--- src/rtl/npc_pkg.sv ---
// Shared types and defaults for the npc core memory arbiter: FSM encoding,
// requester identities and the error-response defaults.
package npc_pkg;

   typedef enum logic [1:0] {
      ST_IDLE  = 2'd0,
      ST_REQ   = 2'd1,
      ST_RESP  = 2'd2,
      ST_FLUSH = 2'd3
   } arb_state_t;

   typedef enum logic {
      OWNER_IFU = 1'b0,
      OWNER_LSU = 1'b1
   } owner_t;

   localparam int unsigned TIMEOUT_DEFAULT   = 255;
   localparam logic [31:0] ERR_RDATA_DEFAULT = 32'hDEADBEEF;

   // Round-robin pick between two requesters: a lone requester wins,
   // otherwise the one that did not own the last granted transaction.
   function automatic owner_t rr_pick(input logic ifu, input logic lsu, input owner_t last);
      if (ifu && lsu)
         return (last == OWNER_IFU) ? OWNER_LSU : OWNER_IFU;
      else if (lsu)
         return OWNER_LSU;
      else
         return OWNER_IFU;
   endfunction

endpackage

--- src/rtl/mem_arb_timeout.sv ---
// Saturating 8-bit response timer for the arbiter: counts enabled cycles after
// a clear and flags when the count reaches LIMIT.
module mem_arb_timeout #(
   parameter logic [7:0] LIMIT = 8'd255
) (
   input  logic clk,
   input  logic rst,
   input  logic clear,
   input  logic enable,
   output logic expired
);

   logic [7:0] count_reg;

   always_ff @(posedge clk or negedge rst) begin
      if (!rst) begin
         count_reg <= 8'd0;
      end else if (clear) begin
         count_reg <= 8'd0;
      end else if (enable && (count_reg != LIMIT)) begin
         count_reg <= count_reg + 8'd1;
      end
   end

   assign expired = (count_reg == LIMIT);

endmodule

--- src/rtl/mem_arbiter.sv ---
// Round-robin arbiter sharing one memory port between IFU and LSU, with one
// outstanding transaction and a response-timeout guard.
module mem_arbiter
   import npc_pkg::*;
#(
   parameter int unsigned TIMEOUT   = TIMEOUT_DEFAULT,
   parameter logic [31:0] ERR_RDATA = ERR_RDATA_DEFAULT
) (
   input  logic        clk,
   input  logic        rst,
   input  logic        ifu_req,
   input  logic [31:0] ifu_addr,
   output logic        ifu_ready,
   output logic        ifu_rvalid,
   output logic [31:0] ifu_rdata,
   output logic        ifu_err,
   input  logic        lsu_req,
   input  logic        lsu_wen,
   input  logic [31:0] lsu_addr,
   input  logic [31:0] lsu_wdata,
   input  logic [3:0]  lsu_wstrb,
   output logic        lsu_ready,
   output logic        lsu_rvalid,
   output logic [31:0] lsu_rdata,
   output logic        lsu_err,
   output logic        mem_req,
   output logic        mem_wen,
   output logic [31:0] mem_addr,
   output logic [31:0] mem_wdata,
   output logic [3:0]  mem_wstrb,
   input  logic        mem_gnt,
   input  logic        mem_rvalid,
   input  logic [31:0] mem_rdata
);

   arb_state_t  state_reg, state_next;
   owner_t      owner_reg, last_owner_reg, pick;
   logic        pay_wen_reg;
   logic [31:0] pay_addr_reg;
   logic [31:0] pay_wdata_reg;
   logic [3:0]  pay_wstrb_reg;

   logic accept;
   logic resp_timeout;
   logic timer_en;
   logic timer_clear;
   logic timer_expired;

   assign pick = rr_pick(ifu_req, lsu_req, last_owner_reg);

   always_comb begin
      state_next   = state_reg;
      accept       = 1'b0;
      resp_timeout = 1'b0;
      timer_en     = 1'b0;
      ifu_ready    = 1'b0;
      ifu_rvalid   = 1'b0;
      ifu_rdata    = 32'd0;
      ifu_err      = 1'b0;
      lsu_ready    = 1'b0;
      lsu_rvalid   = 1'b0;
      lsu_rdata    = 32'd0;
      lsu_err      = 1'b0;
      mem_req      = 1'b0;
      mem_wen      = 1'b0;
      mem_addr     = 32'd0;
      mem_wdata    = 32'd0;
      mem_wstrb    = 4'd0;

      case (state_reg)
         ST_IDLE: begin
            // Ready is gated by reset so every output reads 0 while held in reset.
            if (rst && (ifu_req || lsu_req)) begin
               accept     = 1'b1;
               ifu_ready  = (pick == OWNER_IFU);
               lsu_ready  = (pick == OWNER_LSU);
               state_next = ST_REQ;
            end
         end
         ST_REQ: begin
            mem_req   = 1'b1;
            mem_wen   = pay_wen_reg;
            mem_addr  = pay_addr_reg;
            mem_wdata = pay_wdata_reg;
            mem_wstrb = pay_wen_reg ? pay_wstrb_reg : 4'd0;
            if (mem_gnt) begin
               state_next = ST_RESP;
            end
         end
         ST_RESP: begin
            if (mem_rvalid) begin
               if (owner_reg == OWNER_IFU) begin
                  ifu_rvalid = 1'b1;
                  ifu_rdata  = mem_rdata;
               end else begin
                  lsu_rvalid = 1'b1;
                  lsu_rdata  = mem_rdata;
               end
               state_next = ST_IDLE;
            end else if (timer_expired) begin
               resp_timeout = 1'b1;
               if (owner_reg == OWNER_IFU) begin
                  ifu_rvalid = 1'b1;
                  ifu_rdata  = ERR_RDATA;
                  ifu_err    = 1'b1;
               end else begin
                  lsu_rvalid = 1'b1;
                  lsu_rdata  = ERR_RDATA;
                  lsu_err    = 1'b1;
               end
               state_next = ST_FLUSH;
            end else begin
               timer_en = 1'b1;
            end
         end
         ST_FLUSH: begin
            // The stale response is swallowed here, never forwarded.
            if (mem_rvalid || timer_expired) begin
               state_next = ST_IDLE;
            end else begin
               timer_en = 1'b1;
            end
         end
         default: begin
            state_next = ST_IDLE;
         end
      endcase
   end

   assign timer_clear = (state_reg == ST_IDLE) || (state_reg == ST_REQ) || resp_timeout;

   always_ff @(posedge clk or negedge rst) begin
      if (!rst) begin
         state_reg      <= ST_IDLE;
         owner_reg      <= OWNER_IFU;
         last_owner_reg <= OWNER_IFU;
         pay_wen_reg    <= 1'b0;
         pay_addr_reg   <= 32'd0;
         pay_wdata_reg  <= 32'd0;
         pay_wstrb_reg  <= 4'd0;
      end else begin
         state_reg <= state_next;
         if (accept) begin
            owner_reg <= pick;
            if (pick == OWNER_LSU) begin
               pay_wen_reg   <= lsu_wen;
               pay_addr_reg  <= lsu_addr;
               pay_wdata_reg <= lsu_wdata;
               pay_wstrb_reg <= lsu_wstrb;
            end else begin
               pay_wen_reg   <= 1'b0;
               pay_addr_reg  <= ifu_addr;
               pay_wdata_reg <= 32'd0;
               pay_wstrb_reg <= 4'd0;
            end
         end
         // Round-robin history advances only once the slave has taken the request.
         if ((state_reg == ST_REQ) && mem_gnt) begin
            last_owner_reg <= owner_reg;
         end
      end
   end

   mem_arb_timeout #(
      .LIMIT (8'(TIMEOUT))
   ) u_timeout (
      .clk     (clk),
      .rst     (rst),
      .clear   (timer_clear),
      .enable  (timer_en),
      .expired (timer_expired)
   );

endmodule

--- config.mk ---
export PLATFORM = sky130hd
export DESIGN_NAME = mem_arbiter
export DESIGN_NICKNAME = d
export VERILOG_FILES = /design/src/rtl/npc_pkg.sv /design/src/rtl/mem_arb_timeout.sv /design/src/rtl/mem_arbiter.sv
export SDC_FILE = /design/constraint.sdc
export NUM_CORES = 1
export LEC_CHECK = 0
export BUFFER_PORTS_ARGS = -buffer_cell sky130_fd_sc_hd__buf_4
export CORE_MARGIN = 2
export CORE_UTILIZATION = 40
export DETAILED_ROUTE_END_ITERATION = 8
export PLACE_DENSITY = 0.76
export SETUP_SLACK_MARGIN = 0.02
export SYNTH_ARGS = -nofsm -noshare
export SYNTH_HDL_FRONTEND = slang
export SYNTH_SLANG_ARGS = --single-unit
export TNS_END_PERCENT = 50
--- constraint.sdc ---
create_clock -name clk -period 1.75 [get_ports clk]
set_input_delay 0.0875 -clock clk [delete_from_list [all_inputs] [get_ports clk]]
set_output_delay 0.0875 -clock clk [all_outputs]
set_load 0.05 [all_outputs]
==> flow_metrics.env, run 1 <==
export IMPL_hold_path_class="in -> reg"
export IMPL_maxCapViolations=0
export IMPL_m1WireLength_mm=7.018
export IMPL_numCtsBuffers=9
export IMPL_drt_pass1_iter_count=5
export IMPL_vdd_ir_drop_worst_mv=1.171
export IMPL_wl_met2_mm=10.32
export IMPL_finalSetupViolations=69
export IMPL_grt_max_degree=82
export IMPL_fin_crit_sh=1.148
export IMPL_synth_edf_count=0
export IMPL_p_comb_frac=0.573
export IMPL_pwr_share_seq=0.269
export IMPL_crit_type="reg -> out"
export IMPL_power_frac_clock=0.159
export IMPL_grt_use_total=0.2685
export IMPL_synth_ff_type="dfrtp_1"
export IMPL_synth_seq_cells=81
export IMPL_async_flop_share=1.000
export IMPL_dp_cells=928
export IMPL_yosysMostFrequentCell="nand2_1"
export IMPL_cp_max_fo=12
export IMPL_worstSetupStartpointType="flip-flop"
export IMPL_drive_gt1_frac=0.4872
export IMPL_pwr_density_cell_nw_per_um2=1369
export IMPL_grt_overflow=0
export IMPL_required_ps=1660
export IMPL_wl_mm=19.93
export IMPL_yosys_top_cells_area="dfrtp_1, and3_1, nand2_1, a21o_1, mux2i_1"
export IMPL_hold_ws_ps=9.328
export IMPL_power_w=0.01184
export IMPL_synth_top_area_cell="dfrtp_1"
export IMPL_clk_pin_slew_ps=60
export IMPL_viasPerCell=5.468
export IMPL_ios=279
export IMPL_drc=0
export IMPL_syn_area_um2=4793
export IMPL_crit_path_end_kind="primary output"
export IMPL_grt_pass1_wl_mm=27.19
export IMPL_final_cell_count_no_fill=1006
export IMPL_worst_slack_ps=-259.0
export IMPL_antenna_found_initial=1
export IMPL_die_h_um=113.5
export IMPL_clock_skew_ps=10.38
export IMPL_arrival_ps=1920
export IMPL_vias=5501
export IMPL_die_x_um=113.5
export IMPL_hold_violations=0
export IMPL_dr_wl_met3_mm=1.519
export IMPL_clk_latency_ps=330
export IMPL_violations="negative setup slack"
export IMPL_final_net_count=998
export IMPL_grt_pass1_vias=5336
export IMPL_root_buffer="clkbuf_16"
export IMPL_wl_per_cell_um=19.81
export IMPL_rsz0062_at_grt="true"
export IMPL_ys_types=40
export IMPL_top_layer="met4"
export IMPL_syn_nets=677
export IMPL_initial_utilization=0.4145
export IMPL_h_tree_depth=3
export IMPL_status="complete, but fails checks"
export IMPL_fp_row_count=39
export IMPL_synthCells=537
export IMPL_io_buffer_count=278
export IMPL_cts_tree="done"
export IMPL_core_area_um2=11560
export IMPL_drt_iter0_markers=391
export IMPL_cts_sinks=81
export IMPL_place_ws_ps=54.75
export IMPL_power_internal_w=0.006392
export IMPL_yosysTopAreaCellShare=0.4229
export IMPL_fin_crit_ps=2009
export IMPL_leakage_nw=4.730
export IMPL_clockBufferDepth=2
export IMPL_design_die_area_um2=12880
export IMPL_synth_area_per_cell_um2=8.926
export IMPL_fmax_ghz=0.4978
export IMPL_fin_util=0.7479
export IMPL_hpwl_mm=11.65
export IMPL_synth_warnings=0
export IMPL_slew_headroom=0.3029
export IMPL_drtAntennaViolNets=0
export IMPL_p_sw_w=0.005445
export IMPL_worst_pin_slew_ps=1046
export IMPL_area_growth_pct=80.45
export IMPL_ys_top_cells_by_count="nand2_1, dfrtp_1, and3_1"
export IMPL_gp_congestion=0.8062
export IMPL_maxSlewViolCount=0
export IMPL_p_sw_frac=0.4600
export IMPL_yosysSeqAreaShare=0.4229
[worst paths after layout]
check / from / endpoint / slack, ps / cells past startpoint
setup reg to reg: state_reg[0] / pay_addr_reg[2] / 60 / 6
hold reg to reg: pay_addr_reg[27] / pay_addr_reg[27] / 470 / 2
hold / removal: lsu_wdata[4] / pay_wdata_reg[4] / 9 / 3
min in group asynchronous: rst / pay_wdata_reg[0] / 70 / 2
max in group asynchronous: rst / state_reg[0] / 970 / 2
setup / recovery: u_timeout.count_reg[0] / lsu_rdata[15] / -260 / 7
[cell type report]
| type | instances | area (um2) |
|---|---|---|
| multi-input cells | 402 | 2670 |
| well taps | 143 | 178.9 |
| inverters | 3 | 15.01 |
| repair buffers | 361 | 3460 |
| flip-flops and latches | 81 | 2028 |
| clock buffers | 11 | 242.7 |
| fillers | 777 | 2915 |
| clock inverters | 4 | 52.55 |
| diodes | 1 | 2.502 |
[worst max-delay path, stage by stage (launching register included)]
cell,delay (ps)
dfrtp_1,360
ha_2,190
and4b_1,250
nand2_2,130
nor2_4,180
clkbuf_16,200
a21o_1,130
buf_6,170
[power groups by stage]
stage | registers (W) | logic [W] | clock network, W
6_report | 0.00318 | 0.00678 | 0.00188
5_1_grt | 0.00326 | 0.00714 | 0.00200
4_1_cts | 0.00314 | 0.00640 | 0.00192
2_1_floorplan | 0.00303 | 0.00432 | 0
3_3_place_gp | 0.00312 | 0.00579 | 0
3_5_place_dp | 0.00317 | 0.00588 | 0
[per-layer routing]
metal	vias to the layer above	GRT usage
met1	2605	0.2892
li1	2493	-
met3	78	0.05313
met5	-	0
met2	325	0.4938
met4	0	0.1455
[layout by cell type (no fill, tap or decap), types with 2 or more instances in the layout]
master / instances
nand4b_1: 2
and4b_1: 2
buf_12: 8
nor2_1: 10
and2_1: 4
nand2_1: 111
nand4_1: 3
o21ai_2: 21
inv_1: 2
and3_4: 4
dfrtp_1: 80
and3_1: 65
nor2_4: 6
buf_6: 57
buf_4: 224
clkbuf_16: 13
nor3_1: 2
xnor2_1: 5
o21ai_1: 49
a21o_2: 5
a21oi_1: 2
a21o_1: 30
buf_8: 32
mux2_2: 2
nor2_2: 3
buf_16: 2
mux2i_1: 33
a211oi_1: 3
a21o_4: 12
and2_4: 12
dlygate4sd3_1: 34
[what timing repair did]
| action | 4_1_cts | 5_1_grt |
|---|---|---|
| cloned | 3 | 5 |
| hold endpoints to repair | 33 | 1 |
| endpoints found under the setup margin | 139 | 135 |
| hold buffers | 33 | 1 |
| gates resized for setup | 111 | 46 |
| buffers inserted | 11 | 10 |
| pin swaps | 11 | 31 |
[stage by stage]
step                      instance area (um2)  setup TNS, ps
after floorplan                          4903          -2564
after global placement                   7122              0
after detailed placement                 7122              0
after CTS                                8304          -7485
after global routing                     8650         -18220
final                                    8650         -13080
[cells by family (layout without fill, tap and decap cells)]
logic type               count (synthesis)  in the layout  synth area share
buffers and inverters                   55            379           0.07022
adder cells (fa/ha/maj)                  1              1          0.002610
multiplexers                            35             35           0.07361
flip-flops                              81             81            0.4229
XOR/XNOR                                 5              5          0.009136
AO/OA/AOI/OAI                          128            128            0.1804
other                                    0              1                 0
AND/OR/NAND/NOR                        232            233            0.2412
No activity file was read; power rests on OpenSTA's default activity.
==> run 2: changes to the inputs <==
- REMOVE_ABC_BUFFERS: default -> 1
==> run 2 against run 1 <==
Net effect: clock-buffer cell count unchanged; critical path depth unchanged; utilization down 1.0 points; the run still ends with negative setup slack left; combinational power up 2%; via count down 3.5%; sequential cell count unchanged; die area unchanged; total power up 2.8%; critical endpoint is now ifu_rdata[15]; maximum frequency down 1.6%.
==> flow_metrics.env, run 2 (same netlist as run 1, synthesis figures left out) <==
export IMPL_status="complete, but fails checks"
export IMPL_violations="negative setup slack"
export IMPL_fin_crit_ps=2042
export IMPL_drtAntennaViolNets=0
export IMPL_slew_headroom=0.2888
export IMPL_crit_path_end_kind="primary output"
export IMPL_wl_per_cell_um=19.00
export IMPL_drt_pass1_iter_count=7
export IMPL_final_setup_tns_ps=-12510
export IMPL_root_buffer="clkbuf_16"
export IMPL_maxCapViolations=0
export IMPL_h_tree_depth=3
export IMPL_hold_violations=0
export IMPL_p_sw_frac=0.4484
export IMPL_fin_crit_sh=1.167
export IMPL_required_ps=1660
export IMPL_p_sw_w=0.005455
export IMPL_finalSetupViolations=67
export IMPL_core_area_um2=11560
export IMPL_clk_pin_slew_ps=60
export IMPL_arrival_ps=1950
export IMPL_gp_congestion=0.8426
export IMPL_clk_latency_ps=340
export IMPL_grt_use_total=0.2555
export IMPL_design_die_area_um2=12880
export IMPL_antenna_found_initial=1
export IMPL_die_h_um=113.5
export IMPL_grt_max_degree=82
export IMPL_grt_pass1_vias=5138
export IMPL_pwr_share_seq=0.261
export IMPL_fmax_ghz=0.4898
export IMPL_cts_tree="done"
export IMPL_final_area_um2=8534
export IMPL_cp_max_fo=12
export IMPL_area_growth_pct=78.05
export IMPL_initial_utilization=0.4145
export IMPL_cp_cell_sequence="ha_2 -> and4b_1 -> nand2_2 -> nor2_4 -> clkbuf_16 -> a21o_1 -> buf_6"
export IMPL_viasPerCell=5.325
export IMPL_rsz0062_at_grt="true"
export IMPL_layout_commonest_cell="buf_4"
export IMPL_vias=5309
export IMPL_crit_buf_inv=2
export IMPL_worst_pin_slew_ps=1067
export IMPL_leakage_nw=4.772
export IMPL_grt_pass1_wl_mm=26.18
export IMPL_hold_path_class="in -> reg"
export IMPL_die_x_um=113.5
export IMPL_final_cell_mix="buf_4, nand2_1, dfrtp_1"
export IMPL_final_net_count=988
export IMPL_p_comb_frac=0.568
export IMPL_io_buffer_count=278
export IMPL_power_frac_clock=0.171
export IMPL_numCtsBuffers=9
export IMPL_hpwl_mm=11.49
export IMPL_drc=0
export IMPL_vdd_ir_drop_worst_mv=1.041
export IMPL_cpPeakStageDelay_ps=360
export IMPL_clockBufferDepth=2
export IMPL_wl_mm=18.95
export IMPL_slowest_stage="dfrtp_1"
export IMPL_fp_row_count=39
export IMPL_worst_slack_ps=-291.7
export IMPL_worstSetupStartpointType="flip-flop"
export IMPL_clock_skew_ps=11.49
export IMPL_ios=279
export IMPL_crit_type="reg -> out"
export IMPL_crit_family="simple AND/OR/NAND/NOR gates"
export IMPL_drt_iter0_markers=313
export IMPL_grt_overflow=0
export IMPL_power_internal_w=0.006709
export IMPL_cts_sinks=81
export IMPL_fin_util=0.7380
export IMPL_maxSlewViolCount=0
export IMPL_drive_gt1_frac=0.4689
export IMPL_pwr_density_cell_nw_per_um2=1425
export IMPL_dpl_cell_area_um2=7022
-- run 2: repair_timing --
action | CTS | global route
resized for setup | 98 | 53
hold endpoints to repair | 28 | 0
pin swaps | 6 | 12
setup buffers | 6 | 9
cloned | 2 | 8
hold buffers | 28 | 0
endpoints found under the setup margin | 126 | 138
-- run 2: power by group through the flow --
| stage | combinational [W] | clock, W | sequential, W |
|---|---|---|---|
| floorplan | 0.00395 | 0 | 0.00313 |
| global placement | 0.00574 | 0 | 0.00313 |
| detailed placement | 0.00581 | 0 | 0.00319 |
| CTS | 0.00624 | 0.00210 | 0.00315 |
| global route | 0.00730 | 0.00218 | 0.00327 |
| finish | 0.00691 | 0.00208 | 0.00317 |
-- run 2: final timing paths --
check / slack (ps) / startpoint / endpoint / depth (start not counted)
min in group asynchronous: 60 / rst / pay_wdata_reg[26] / 2
max: -290 / u_timeout.count_reg[0] / ifu_rdata[15] / 7
min reg2reg: 470 / pay_addr_reg[15] / pay_addr_reg[15] / 2
min: 8 / lsu_wstrb[0] / pay_wstrb_reg[0] / 3
max reg2reg: 80 / u_timeout.count_reg[0] / u_timeout.count_reg[3] / 7
max in group asynchronous: 940 / rst / state_reg[0] / 2
-- run 2: layer usage --
metal	share of wire	wire length, um	global-route usage
met1	0.37	6958	0.2867
met2	0.51	9752	0.4599
met3	0.073	1381	0.06323
met4	0.045	855	0.1122
met5	0	0	0
-- run 2: worst reg2reg max path, stage by stage, from the launching register on --
cell and delay, ps:
dfrtp_1 360, ha_2 200, and4b_1 250, nand2_2 120, buf_4 150, buf_4 130
o21ai_4 230, nor3_1 100
-- run 2: area by class of cell --
| class | count | area (um2) |
|---|---|---|
| inverter | 3 | 16.27 |
| multi-input combinational | 402 | 2572 |
| fill | 817 | 3030 |
| tap | 143 | 178.9 |
| sequential | 81 | 2029 |
| clock buffer | 11 | 252.7 |
| antenna | 1 | 2.502 |
| timing repair buffer | 351 | 3405 |
| clock inverter | 5 | 77.57 |
-- run 2: stage by stage --
step	hold WS, ps	worst slack (ps)	total power [W]	std cells
final	8.227	-291.7	0.01216	997
after global routing	8.136	-335.5	0.01275	997
after CTS	0.4975	-159.7	0.01149	979
after detailed placement	335.4	71.48	0.008996	927
after global placement	331.9	145.0	0.008868	927
after floorplan	-208.1	-6020	0.007074	485
